**config.mk**
```make
export PLATFORM = sky130hd
export DESIGN_NAME = chip_test_sequencer
export DESIGN_NICKNAME = d
export VERILOG_FILES = /design/src/rtl/chip_test_sequencer.sv
export SDC_FILE = /design/constraint.sdc
export NUM_CORES = 1
export LEC_CHECK = 0
export BUFFER_PORTS_ARGS = -buffer_cell sky130_fd_sc_hd__buf_2
export CAP_MARGIN = 20
export CORE_UTILIZATION = 38
export CTS_CLUSTER_DIAMETER = 50
export DETAILED_ROUTE_END_ITERATION = 6
export PLACE_DENSITY_LB_ADDON = 0.1
export SLEW_MARGIN = 20
export SYNTH_ARGS = -nofsm -noshare
export SYNTH_HDL_FRONTEND = slang
export SYNTH_SLANG_ARGS = --single-unit
```
**constraint.sdc**
```tcl
create_clock -name Clk -period 1.8 [get_ports Clk]
set_input_delay 0.09 -clock Clk [delete_from_list [all_inputs] [get_ports Clk]]
set_output_delay 0.09 -clock Clk [all_outputs]
set_load 0.03 [all_outputs]
```
**src/rtl/chip_test_sequencer.sv**
```systemverilog
// rtl/chip_test_sequencer.sv - launches one chip tester, routes its socket pins and captures its verdict
// Define CHIP_SEQ_TIMEOUT_EN to add the WAIT_DONE watchdog; otherwise Timeout is tied 0.
module chip_test_sequencer #(
  parameter int NUM_CHIPS      = 8,
  parameter int SEL_W          = 3,
  parameter int PIN_W          = 16,
  parameter int TIMEOUT_CYCLES = 4096
) (
  input  logic                       Clk,
  input  logic                       Reset,
  input  logic                       Start,
  input  logic                       Ack,
  input  logic [SEL_W-1:0]           Sel,
  input  logic [NUM_CHIPS-1:0]       chip_done,
  input  logic [NUM_CHIPS-1:0]       chip_rslt,
  input  logic [NUM_CHIPS*PIN_W-1:0] chip_pins,
  output logic [NUM_CHIPS-1:0]       chip_run,
  output logic [NUM_CHIPS-1:0]       chip_disp,
  output logic [PIN_W-1:0]           socket_out,
  output logic                       Busy,
  output logic                       Pass,
  output logic                       Fail,
  output logic                       Invalid,
  output logic                       Timeout,
  output logic [SEL_W-1:0]           cur_sel
);
  typedef enum logic [2:0] {IDLE, LAUNCH, WAIT_DONE, RESULT, RELEASE} state_e;

  state_e           state_q, state_d;
  logic [SEL_W-1:0] cur_sel_q, cur_sel_d;
  logic             pass_q, pass_d, fail_q, fail_d;
  logic             invalid_q, invalid_d, timeout_q, timeout_d;
  logic             qual_q, qual_d;
  logic             start_prev_q, start_prev_d, ack_prev_q, ack_prev_d;
  logic [PIN_W-1:0] socket_q, socket_d;
  logic             start_rise, ack_rise, wd_expired;
  logic             done_sel, rslt_sel;
  logic [PIN_W-1:0] pins_sel;

  assign start_rise = Start & ~start_prev_q;
  assign ack_rise   = Ack & ~ack_prev_q;

  // Out-of-range selections read as an absent tester: Done, RSLT and pins all 0.
  always_comb begin
    done_sel = 1'b0;
    rslt_sel = 1'b0;
    pins_sel = '0;
    for (int k = 0; k < NUM_CHIPS; k++) begin
      if (int'(cur_sel_q) == k) begin
        done_sel = chip_done[k];
        rslt_sel = chip_rslt[k];
        pins_sel = chip_pins[k*PIN_W +: PIN_W];
      end
    end
  end

`ifdef CHIP_SEQ_TIMEOUT_EN
  localparam int CNT_W = $clog2(TIMEOUT_CYCLES) + 1;
  logic [CNT_W-1:0] wd_cnt_q, wd_cnt_d;

  always_comb begin
    wd_cnt_d = wd_cnt_q;
    if (state_q == LAUNCH)
      wd_cnt_d = '0;
    else if (state_q == WAIT_DONE)
      wd_cnt_d = wd_cnt_q + CNT_W'(1);
  end

  assign wd_expired = (state_q == WAIT_DONE) && (wd_cnt_d == CNT_W'(TIMEOUT_CYCLES));
`else
  assign wd_expired = 1'b0;
`endif

  always_ff @(posedge Clk) begin
    if (Reset) begin
      state_q      <= IDLE;
      cur_sel_q    <= '0;
      pass_q       <= 1'b0;
      fail_q       <= 1'b0;
      invalid_q    <= 1'b0;
      timeout_q    <= 1'b0;
      qual_q       <= 1'b0;
      socket_q     <= '0;
      start_prev_q <= Start;
      ack_prev_q   <= Ack;
    end else begin
      state_q      <= state_d;
      cur_sel_q    <= cur_sel_d;
      pass_q       <= pass_d;
      fail_q       <= fail_d;
      invalid_q    <= invalid_d;
      timeout_q    <= timeout_d;
      qual_q       <= qual_d;
      socket_q     <= socket_d;
      start_prev_q <= start_prev_d;
      ack_prev_q   <= ack_prev_d;
    end
`ifdef CHIP_SEQ_TIMEOUT_EN
    wd_cnt_q <= Reset ? '0 : wd_cnt_d;
`endif
  end

  always_comb begin
    state_d      = state_q;
    cur_sel_d    = cur_sel_q;
    pass_d       = pass_q;
    fail_d       = fail_q;
    invalid_d    = invalid_q;
    timeout_d    = timeout_q;
    qual_d       = 1'b0;
    start_prev_d = Start;
    ack_prev_d   = Ack;
    case (state_q)
      IDLE: begin
        if (start_rise) begin
          cur_sel_d = Sel;
          pass_d    = 1'b0;
          fail_d    = 1'b0;
          invalid_d = 1'b0;
          timeout_d = 1'b0;
          if (int'(Sel) >= NUM_CHIPS) begin
            fail_d    = 1'b1;
            invalid_d = 1'b1;
            state_d   = RESULT;
          end else begin
            state_d = LAUNCH;
          end
        end
      end
      LAUNCH: state_d = WAIT_DONE;
      WAIT_DONE: begin
        // Done leads RSLT by a cycle, so RSLT is taken on Done's second high cycle.
        qual_d = done_sel;
        if (done_sel && qual_q) begin
          pass_d  = rslt_sel;
          fail_d  = ~rslt_sel;
          state_d = RESULT;
        end else if (wd_expired) begin
          fail_d    = 1'b1;
          timeout_d = 1'b1;
          state_d   = RESULT;
        end
      end
      RESULT: if (ack_rise) state_d = RELEASE;
      RELEASE: if (invalid_q || timeout_q || !done_sel) state_d = IDLE;
      default: state_d = IDLE;
    endcase
    socket_d = ((state_q == LAUNCH || state_q == WAIT_DONE || state_q == RESULT) && !invalid_q)
               ? pins_sel : '0;
  end

  always_comb begin
    chip_run  = '0;
    chip_disp = '0;
    for (int k = 0; k < NUM_CHIPS; k++) begin
      if (int'(cur_sel_q) == k) begin
        chip_run[k]  = (state_q == LAUNCH);
        chip_disp[k] = (state_q == RESULT) && ack_rise && !invalid_q;
      end
    end
    Busy       = (state_q != IDLE);
    Pass       = pass_q;
    Fail       = fail_q;
    Invalid    = invalid_q;
    Timeout    = timeout_q;
    cur_sel    = cur_sel_q;
    socket_out = socket_q;
  end
endmodule

```
==> After elaboration in Yosys (flattened, before gate mapping) <==
Cells that the tools add are included.
Widths: inputs -> output; s select.
{ "op_classes": {"add_sub_neg": 0, "mul": 0, "div_mod_pow": 0, "magnitude_cmp": 0, "eq_ne": 15, "shift": 0, "muxes": 50, "n_bitwise": 7, "n_reduce_logical": 14} }
{ "ops": {"columns": ["cell", "n"], "rows": [
  ["$mux 16", 8],
  ["$mux 1", 35],
  ["$eq 3x3->1 const B", 5],
  ["$pmux 3 s5", 1],
  ["$eq 3x2->1 const B", 4],
  ["$mux 3", 4],
  ["$ne 2x2->1 const B", 4],
  ["$eq 3x1->1 const B", 2],
  ["$logic_not 3->1", 2],
  ["$not 1->1", 5],
  ["$pmux 1 s2", 2],
  ["$reduce_and 4->1", 1],
  ["$reduce_or 2->1", 2],
  ["$reduce_and 3->1", 1],
  ["$reduce_bool 3->1", 1],
  ["$and 1x1->1", 2],
  ["$logic_and 1x1->1", 2],
  ["$logic_or 1x1->1", 2],
  ["$reduce_and 2->1", 1],
  ["$reduce_bool 2->1", 1],
  ["$logic_not 1->1", 1]
]} }
{ "word_totals": {"regBits": 27, "latchBits": 0, "ram_bits": 0, "rom_bits": 0, "input_bits": 151, "out_inout_bits": 40, "word_cells": 94, "memories": 0} }

==> Longest topological paths before layout <==
Gate-level depths: netlist of run 1.
{ "logic_depth": {"ltp_word": 12, "mapped_depth": 8, "depth_no_buf": 5} }

==> Worst setup path before layout of run 1 <==
OpenSTA, ideal clock, no wires.
{ "synth_timing": {"kind": "register -> output", "from": "register cur_sel_q[2], in the netlist cur_sel[2]", "to": "output chip_run[4]", "arrival_time_ns": 2.027, "t_required_ns": 1.710, "path_slack_ns": -0.317, "stages_incl_launch_ff": 7, "path_buffers": 3, "path_cell_list": "dfxtp_1 buf_4 inv_1 or3_1 clkbuf_2 buf_2 nor3_1"} }
{ "synth_between": {"elab_chain_len": 2} }
{ "synth_lines": {"columns": ["item", "line_no", "text"], "rows": [
  ["from (decl)", "30", "logic [SEL_W-1:0] cur_sel_q, cur_sel_d;"],
  ["from (signal assigned)", "88", "cur_sel_q <= cur_sel_d;"],
  ["$eq 3x3->1", "156", "if (int'(cur_sel_q) == k) begin"],
  ["$mux 1", "156", null],
  ["to (decl)", "17", "output logic [NUM_CHIPS-1:0] chip_run,"]
]} }
No other way between the ends.

==> Worst setup path in the final report of run 1 <==
{ "layout_timing": {"from": "register cur_sel_q[0], in the netlist cur_sel[0]", "to": "output chip_run[4]"} }
Same word-level chain as after synthesis.

==> impl_metrics.py, run 1 <==
metrics = {
    "clock_network": {
        "clock_path_buffers": 2,
        "cts_made_buffers": 3,
        "clkTransAtPathRegs_ns": 0.11,
        "clk_latency_ns": 0.28,
        "root_buffer": "clkbuf_8",
        "clock_sinks": 27,
        "h-tree-depth": 1,
        "cts_tree": "built",
    },
    "worst_setup_path": {
        "critical_path.max_fanout": 16,
        "worst_ep_required_time_ns": 1.71,
        "arrival_ns": 1.63,
        "path_class": "flip-flop to output pin",
        "endpoint_kind": "output pin",
        "critPathLaunchType": "flip-flop",
    },
    "power": {
        "power_mw": 1.60,
        "internal-power_mw": 1.09,
        "seqPwrFrac_pct": 40.1,
        "vdd_drop_max_mv": 0.315,
        "power.leakage_nw": 1.63,
        "switchingPower_mw": 0.510,
        "clkPwrFrac_pct": 23.0,
        "power.density_mw_per_mm2": 467,
        "swShare_pct": 31.8,
        "p_comb_share_pct": 36.9,
    },
    "routing": {
        "via_per_inst": 5.19,
        "drc_errors": 0,
        "wl_per_cell_um": 14.8,
        "vias": 2677,
        "ant_nets": 0,
        "wl_um": 7640,
        "drt_iter0_drc": 65,
        "drtPass1Iterations": 4,
    },
    "sta": {
        "holdWs_ns": 0.0490,
        "period_minus_slack_ns": 1.72,
        "slew_violations": 0,
        "layout_setup_ws_ns": 0.0794,
        "report.final.setup_viol": 0,
        "fin_crit_sh_pct": 95.6,
        "fin_worst_skew_ns": 0.00548,
        "rsz0062_at_grt": "no",
        "timing.final.hold_violations": 0,
        "fmax_mhz": 581,
    },
    "global_route": {
        "grt_pass1_vias": 2645,
        "grt_max_degree": 23,
        "antenna_found_initial": 0,
        "grt_pass1_wl_um": 12100,
        "grt_overflow": 0,
        "grt_usage_pct": 25.6,
    },
    "placement": {
        "dp_slack_ns": 0.135,
        "gp_congestion": 0.823,
        "dp_hpwl_um": 5920,
        "port_buffers": 188,
    },
    "worst_hold_path": {
        "min_path_type": "input pin to flip-flop",
    },
    "floorplanning": {
        "dieArea_mm2": 0.00590,
        "row_count": 26,
        "die_h_um": 76.8,
        "start_util_pct": 40.6,
        "boundaryPins": 191,
        "chipWidth_um": 76.8,
        "core_area_mm2": 0.00524,
    },
    "yosys": {
        "yosysTopAreaCell": "dfxtp_1",
        "synth-async-reset-ratio_pct": 0,
        "synth.distinct_cells": 36,
        "netlist_instances": 253,
        "synth.area.top_cells": "dfxtp_1 25%, mux4_2 16%, mux2i_1 12%, nor2_1 9.0%, a2111oi_0 5.8%",
        "synth.ff_latch_count": 27,
        "synth_edf_count": 0,
        "synth_ff_type": "dfxtp_1",
        "yosys_warnings": 0,
        "syn_area_per_cell_um2": 8.40,
        "synth_area_mm2": 0.00213,
        "seq_area_frac_synth_pct": 25.4,
        "yosysTopAreaCellShare_pct": 25.4,
    },
    "run": {
        "maxCapViolations": 0,
    },
    "finish": {
        "area_growth_pct": 61.5,
        "drive_gt1_share_pct": 57.2,
        "regArea_um2": 554,
        "layout.nets": 598,
        "multi_input_area_mm2": 0.00150,
        "fillCellCount": 482,
        "insertedDiodeCount": 0,
    },
    "status": {
        "outcome": "completed",
    },
}
-- worst max-delay path: stages, from the launching register on --
cell	delay (ns)
dfxtp_4	0.37
buf_12	0.15
or3_4	0.39
buf_12	0.16
nor3_2	0.10
buf_4	0.18
-- Yosys cell counts (2+ instances only) --
| cell | n |
|---|---|
| a2111oi_0 | 14 |
| buf_4 | 6 |
| nand2b_1 | 4 |
| or3_1 | 2 |
| nor3b_1 | 2 |
| o21ai_0 | 22 |
| dfxtp_1 | 27 |
| nor2_1 | 51 |
| a21oi_1 | 5 |
| mux2i_1 | 25 |
| mux4_2 | 15 |
| clkbuf_1 | 5 |
| o22ai_1 | 2 |
| o21ba_2 | 2 |
| nand3b_1 | 4 |
| nor3_1 | 6 |
| a2bb2oi_1 | 2 |
| a31oi_1 | 3 |
| buf_2 | 12 |
| nand3_1 | 3 |
| and3b_1 | 2 |
| inv_1 | 3 |
| nand2_1 | 22 |
| nor2b_1 | 2 |
-- per-stage QoR --
stage          utilization, %  cell area [µm²]  cells  TNS (ns)
6_report                 65.6             3430    516         0
5_1_grt                  65.6             3430    516         0
4_1_cts                  63.7             3330    508         0
3_5_place_dp             61.3             3210    500         0
3_3_place_gp             61.3             3210    500         0
2_1_floorplan               -             2190    254   -0.0791
-- flip-flops by register name (all words and copies together), names as in the netlist --
register	flops
socket_out	16
cur_sel	3
state_q	3
Fail	1
Pass	1
ack_prev_q	1
qual_q	1
start_prev_q	1
-- per-layer routing --
layer | share of wire [%] | global-route usage [%] | vias up
met3 | 7.2 | 4.52 | 12
met1 | 39 | 28.3 | 1218
met4 | 2.0 | 8.46 | 0
met5 | 0 | 0 | -
met2 | 51 | 48.6 | 137
li1 | - | - | 1310
-- repair_timing --
item	in CTS	in global routing
buffers inserted	1	7
endpoints found under the setup margin	3	8
endpoints found under the hold margin	2	0
gates cloned	1	1
pin swaps	0	0
resized for setup	5	3
hold buffers	2	0
-- power groups by stage --
| stage | Clock, mW | Sequential [mW] | Combinational (mW) |
|---|---|---|---|
| floorplan | 0 | 0.696 | 0.276 |
| finish | 0.369 | 0.643 | 0.592 |
| global route | 0.407 | 0.647 | 0.643 |
| global placement | 0 | 0.661 | 0.546 |
| detailed placement | 0 | 0.662 | 0.552 |
| CTS | 0.380 | 0.645 | 0.573 |
-- logic make-up after synthesis --
kind of cell           synth area share, %
AO/OA/AOI/OAI                         17.8
buffers and inverters                 7.83
AND/OR/NAND/NOR                       21.1
flip-flops                            25.4
other                                0.176
multiplexers                          27.7
-- layout by cell type (no fill, tap or decap), types with 2 or more instances in the layout --
cell type	count
dlygate4sd3_1	2
buf_4	19
nor3_2	3
clkbuf_8	3
nor3_1	3
nand3b_1	4
nand3_2	2
inv_1	3
a31oi_1	3
a2111oi_0	14
nor2b_1	2
nor2_4	4
nand2_1	22
dfxtp_1	22
o21ba_2	2
conb_1	2
nand2b_1	4
o22ai_1	2
dfxtp_2	2
buf_2	187
nor2_2	5
a2bb2oi_1	2
a21oi_1	5
nor3b_1	2
o21ai_0	22
mux4_2	15
buf_12	4
dfxtp_4	3
mux2i_1	25
and3b_1	2
nor2_1	42
-- final timing paths --
path,startpoint,endpoint,slack [ns],cells after the start
max,cur_sel[0],chip_run[4],0.08,5
min,Sel[1],cur_sel[1],0.05,3
max reg2reg,cur_sel[0],Fail,0.14,6
min reg2reg,Pass,Pass,0.49,1
-- layout make-up --
class | instances | share of cell area, %
clock buffer | 3 | 1.20
clock inverter | 1 | 0.219
inverter | 3 | 0.328
tap | 70 | 2.55
sequential | 27 | 16.1
timing repair buffer | 214 | 36.0
multi-input combinational | 198 | 43.5
Note: power is estimated with default switching activity, not from simulation.
==> inputs of run 2 (changes only) <==
--- a/config.mk
+++ b/config.mk
@@ -7,6 +7,7 @@
 export LEC_CHECK = 0
 export BUFFER_PORTS_ARGS = -buffer_cell sky130_fd_sc_hd__buf_2
 export CAP_MARGIN = 20
+export CORE_ASPECT_RATIO = 0.75
 export CORE_UTILIZATION = 38
 export CTS_CLUSTER_DIAMETER = 50
 export DETAILED_ROUTE_END_ITERATION = 6
==> run 2 against run 1 <==
Against the previous run:
- utilization decreased by 4.5 points
- clock skew about the same
- total power decreased by 3.4%
- non-clock buffer count decreased by 11
- cell count decreased by 1.2%
- global-route usage decreased by 0.54 points
==> impl_metrics.py, run 2 (synthesis gave the netlist of run 1 again) <==
metrics = {
    "sta": {
        "slew_violations": 0,
        "fin_worst_skew_ns": 0.00575,
        "fin_crit_sh_pct": 93.3,
        "fmax_mhz": 595,
        "report.final.setup_viol": 0,
        "period_minus_slack_ns": 1.68,
        "timing.final.hold_violations": 0,
        "layout_setup_ws_ns": 0.120,
        "rsz0062_at_grt": "no",
    },
    "floorplanning": {
        "start_util_pct": 39.7,
        "chipWidth_um": 88.4,
        "die_h_um": 66.8,
        "boundaryPins": 191,
        "core_area_mm2": 0.00535,
        "dieArea_mm2": 0.00590,
        "row_count": 23,
    },
    "worst_setup_path": {
        "crit_buf_inv": 3,
        "worst_ep_required_time_ns": 1.71,
        "arrival_ns": 1.59,
        "cp.depth": 5,
        "critPathLaunchType": "flip-flop",
        "endpoint_kind": "output pin",
        "cp_slowest_cell": "dfxtp_2",
        "critical_path.max_fanout": 14,
        "crit_path_cell_trace": "buf_4 > nand2b_1 > buf_4 > nor2_1 > buf_2",
        "reg2regPathDepth": 5,
        "path_class": "flip-flop to output pin",
        "cp_common_cell": "buf_4",
        "cp_top_family": "buffers and inverters",
        "crit_path_max_incr_delay_ns": 0.51,
    },
    "global_route": {
        "grt_max_degree": 25,
        "grt_pass1_vias": 2415,
        "grt_pass1_wl_um": 11300,
        "grt_overflow": 0,
        "grt_usage_pct": 25.0,
        "antenna_found_initial": 0,
    },
    "routing": {
        "drc_errors": 0,
        "drtPass1Iterations": 4,
        "drt_iter0_drc": 114,
        "wl_per_cell_um": 14.4,
        "vias": 2577,
        "wl_um": 7340,
        "via_per_inst": 5.05,
        "ant_nets": 0,
    },
    "clock_network": {
        "cts_made_buffers": 3,
        "clock_path_buffers": 2,
        "h-tree-depth": 1,
        "clkTransAtPathRegs_ns": 0.10,
        "clk_latency_ns": 0.28,
        "clock_sinks": 27,
        "cts_tree": "built",
        "root_buffer": "clkbuf_8",
        "post_cts_buffers": 0,
    },
    "worst_hold_path": {
        "hold_depth": 3,
        "min_path_type": "input pin to flip-flop",
    },
    "finish": {
        "insertedDiodeCount": 0,
        "largest_register_ff_count": 16,
        "final_common_cell": "buf_2",
        "mostFrequentLayoutCells": "188 x buf_2, 42 x nor2_1, 25 x mux2i_1",
        "layout.nets": 587,
        "fin_util_pct": 61.1,
        "area_growth_pct": 53.7,
        "drive_gt1_share_pct": 56.1,
    },
    "placement": {
        "dp_slack_ns": 0.115,
        "port_buffers": 188,
        "gp_congestion": 0.778,
        "dp_hpwl_um": 5950,
    },
    "status": {
        "outcome": "completed",
    },
    "power": {
        "clkPwrFrac_pct": 22.7,
        "seqPwrFrac_pct": 41.9,
        "power_mw": 1.55,
        "power.leakage_nw": 1.54,
        "switchingPower_mw": 0.487,
        "p_comb_share_pct": 35.4,
        "vdd_drop_max_mv": 0.279,
        "swShare_pct": 31.4,
        "power.density_mw_per_mm2": 474,
        "internal-power_mw": 1.06,
    },
    "run": {
        "maxCapViolations": 0,
    },
}
[run 2: path summary, 6_finish.rpt]
check | from | to | slack [ns]
min | Sel[1] | cur_sel[1] | 0.05
max reg2reg | cur_sel[0] | Fail | 0.16
max | cur_sel[0] | chip_disp[1] | 0.12
min reg2reg | Pass | Pass | 0.50
[run 2: power groups by stage]
stage	Combinational (mW)	Clock (mW)	Sequential, mW
3_5_place_dp	0.541	0	0.663
4_1_cts	0.548	0.359	0.650
5_1_grt	0.603	0.387	0.655
2_1_floorplan	0.276	0	0.696
3_3_place_gp	0.533	0	0.662
6_report	0.549	0.352	0.649
[run 2: metrics by stage]
| stage | instances | TNS [ns] | hold slack, ns | area (µm²) |
|---|---|---|---|---|
| floorplan | 254 | -0.0791 | 0.118 | 2190 |
| global placement | 504 | 0 | 0.205 | 3170 |
| detailed placement | 504 | 0 | 0.212 | 3170 |
| CTS | 510 | 0 | 0.0511 | 3250 |
| global route | 510 | 0 | 0.0555 | 3270 |
| finish | 510 | 0 | 0.0525 | 3270 |
[run 2: metal layers]
layer | vias up | wire (µm) | global-route usage [%]
li1 | 1286 | - | -
met1 | 1176 | 3120 | 30.0
met2 | 111 | 3730 | 47.5
met3 | 4 | 437 | 4.34
met4 | 0 | 47 | 3.43
met5 | - | 0 | 0
[run 2: worst register-to-register path, cell delays in order, from the launching register on]
cell,delay (ns)
dfxtp_2,0.51
mux4_2,0.54
inv_1,0.06
o22ai_1,0.08
or2_2,0.28
a2bb2oi_1,0.11
[run 2: final cells by class]
cell class              instances  area [µm²]
well taps                      75        93.8
inverters                       3        11.3
multi-input cells             198        1500
clock buffers                   4        45.0
flip-flops and latches         27         552
fillers                       499        2080
repair buffers                203        1070
[run 2: what timing repair did]
item,CTS,global route
endpoints found under the setup margin,5,15
hold buffers,2,0
endpoints found under the hold margin,2,0
gates resized for setup,2,9
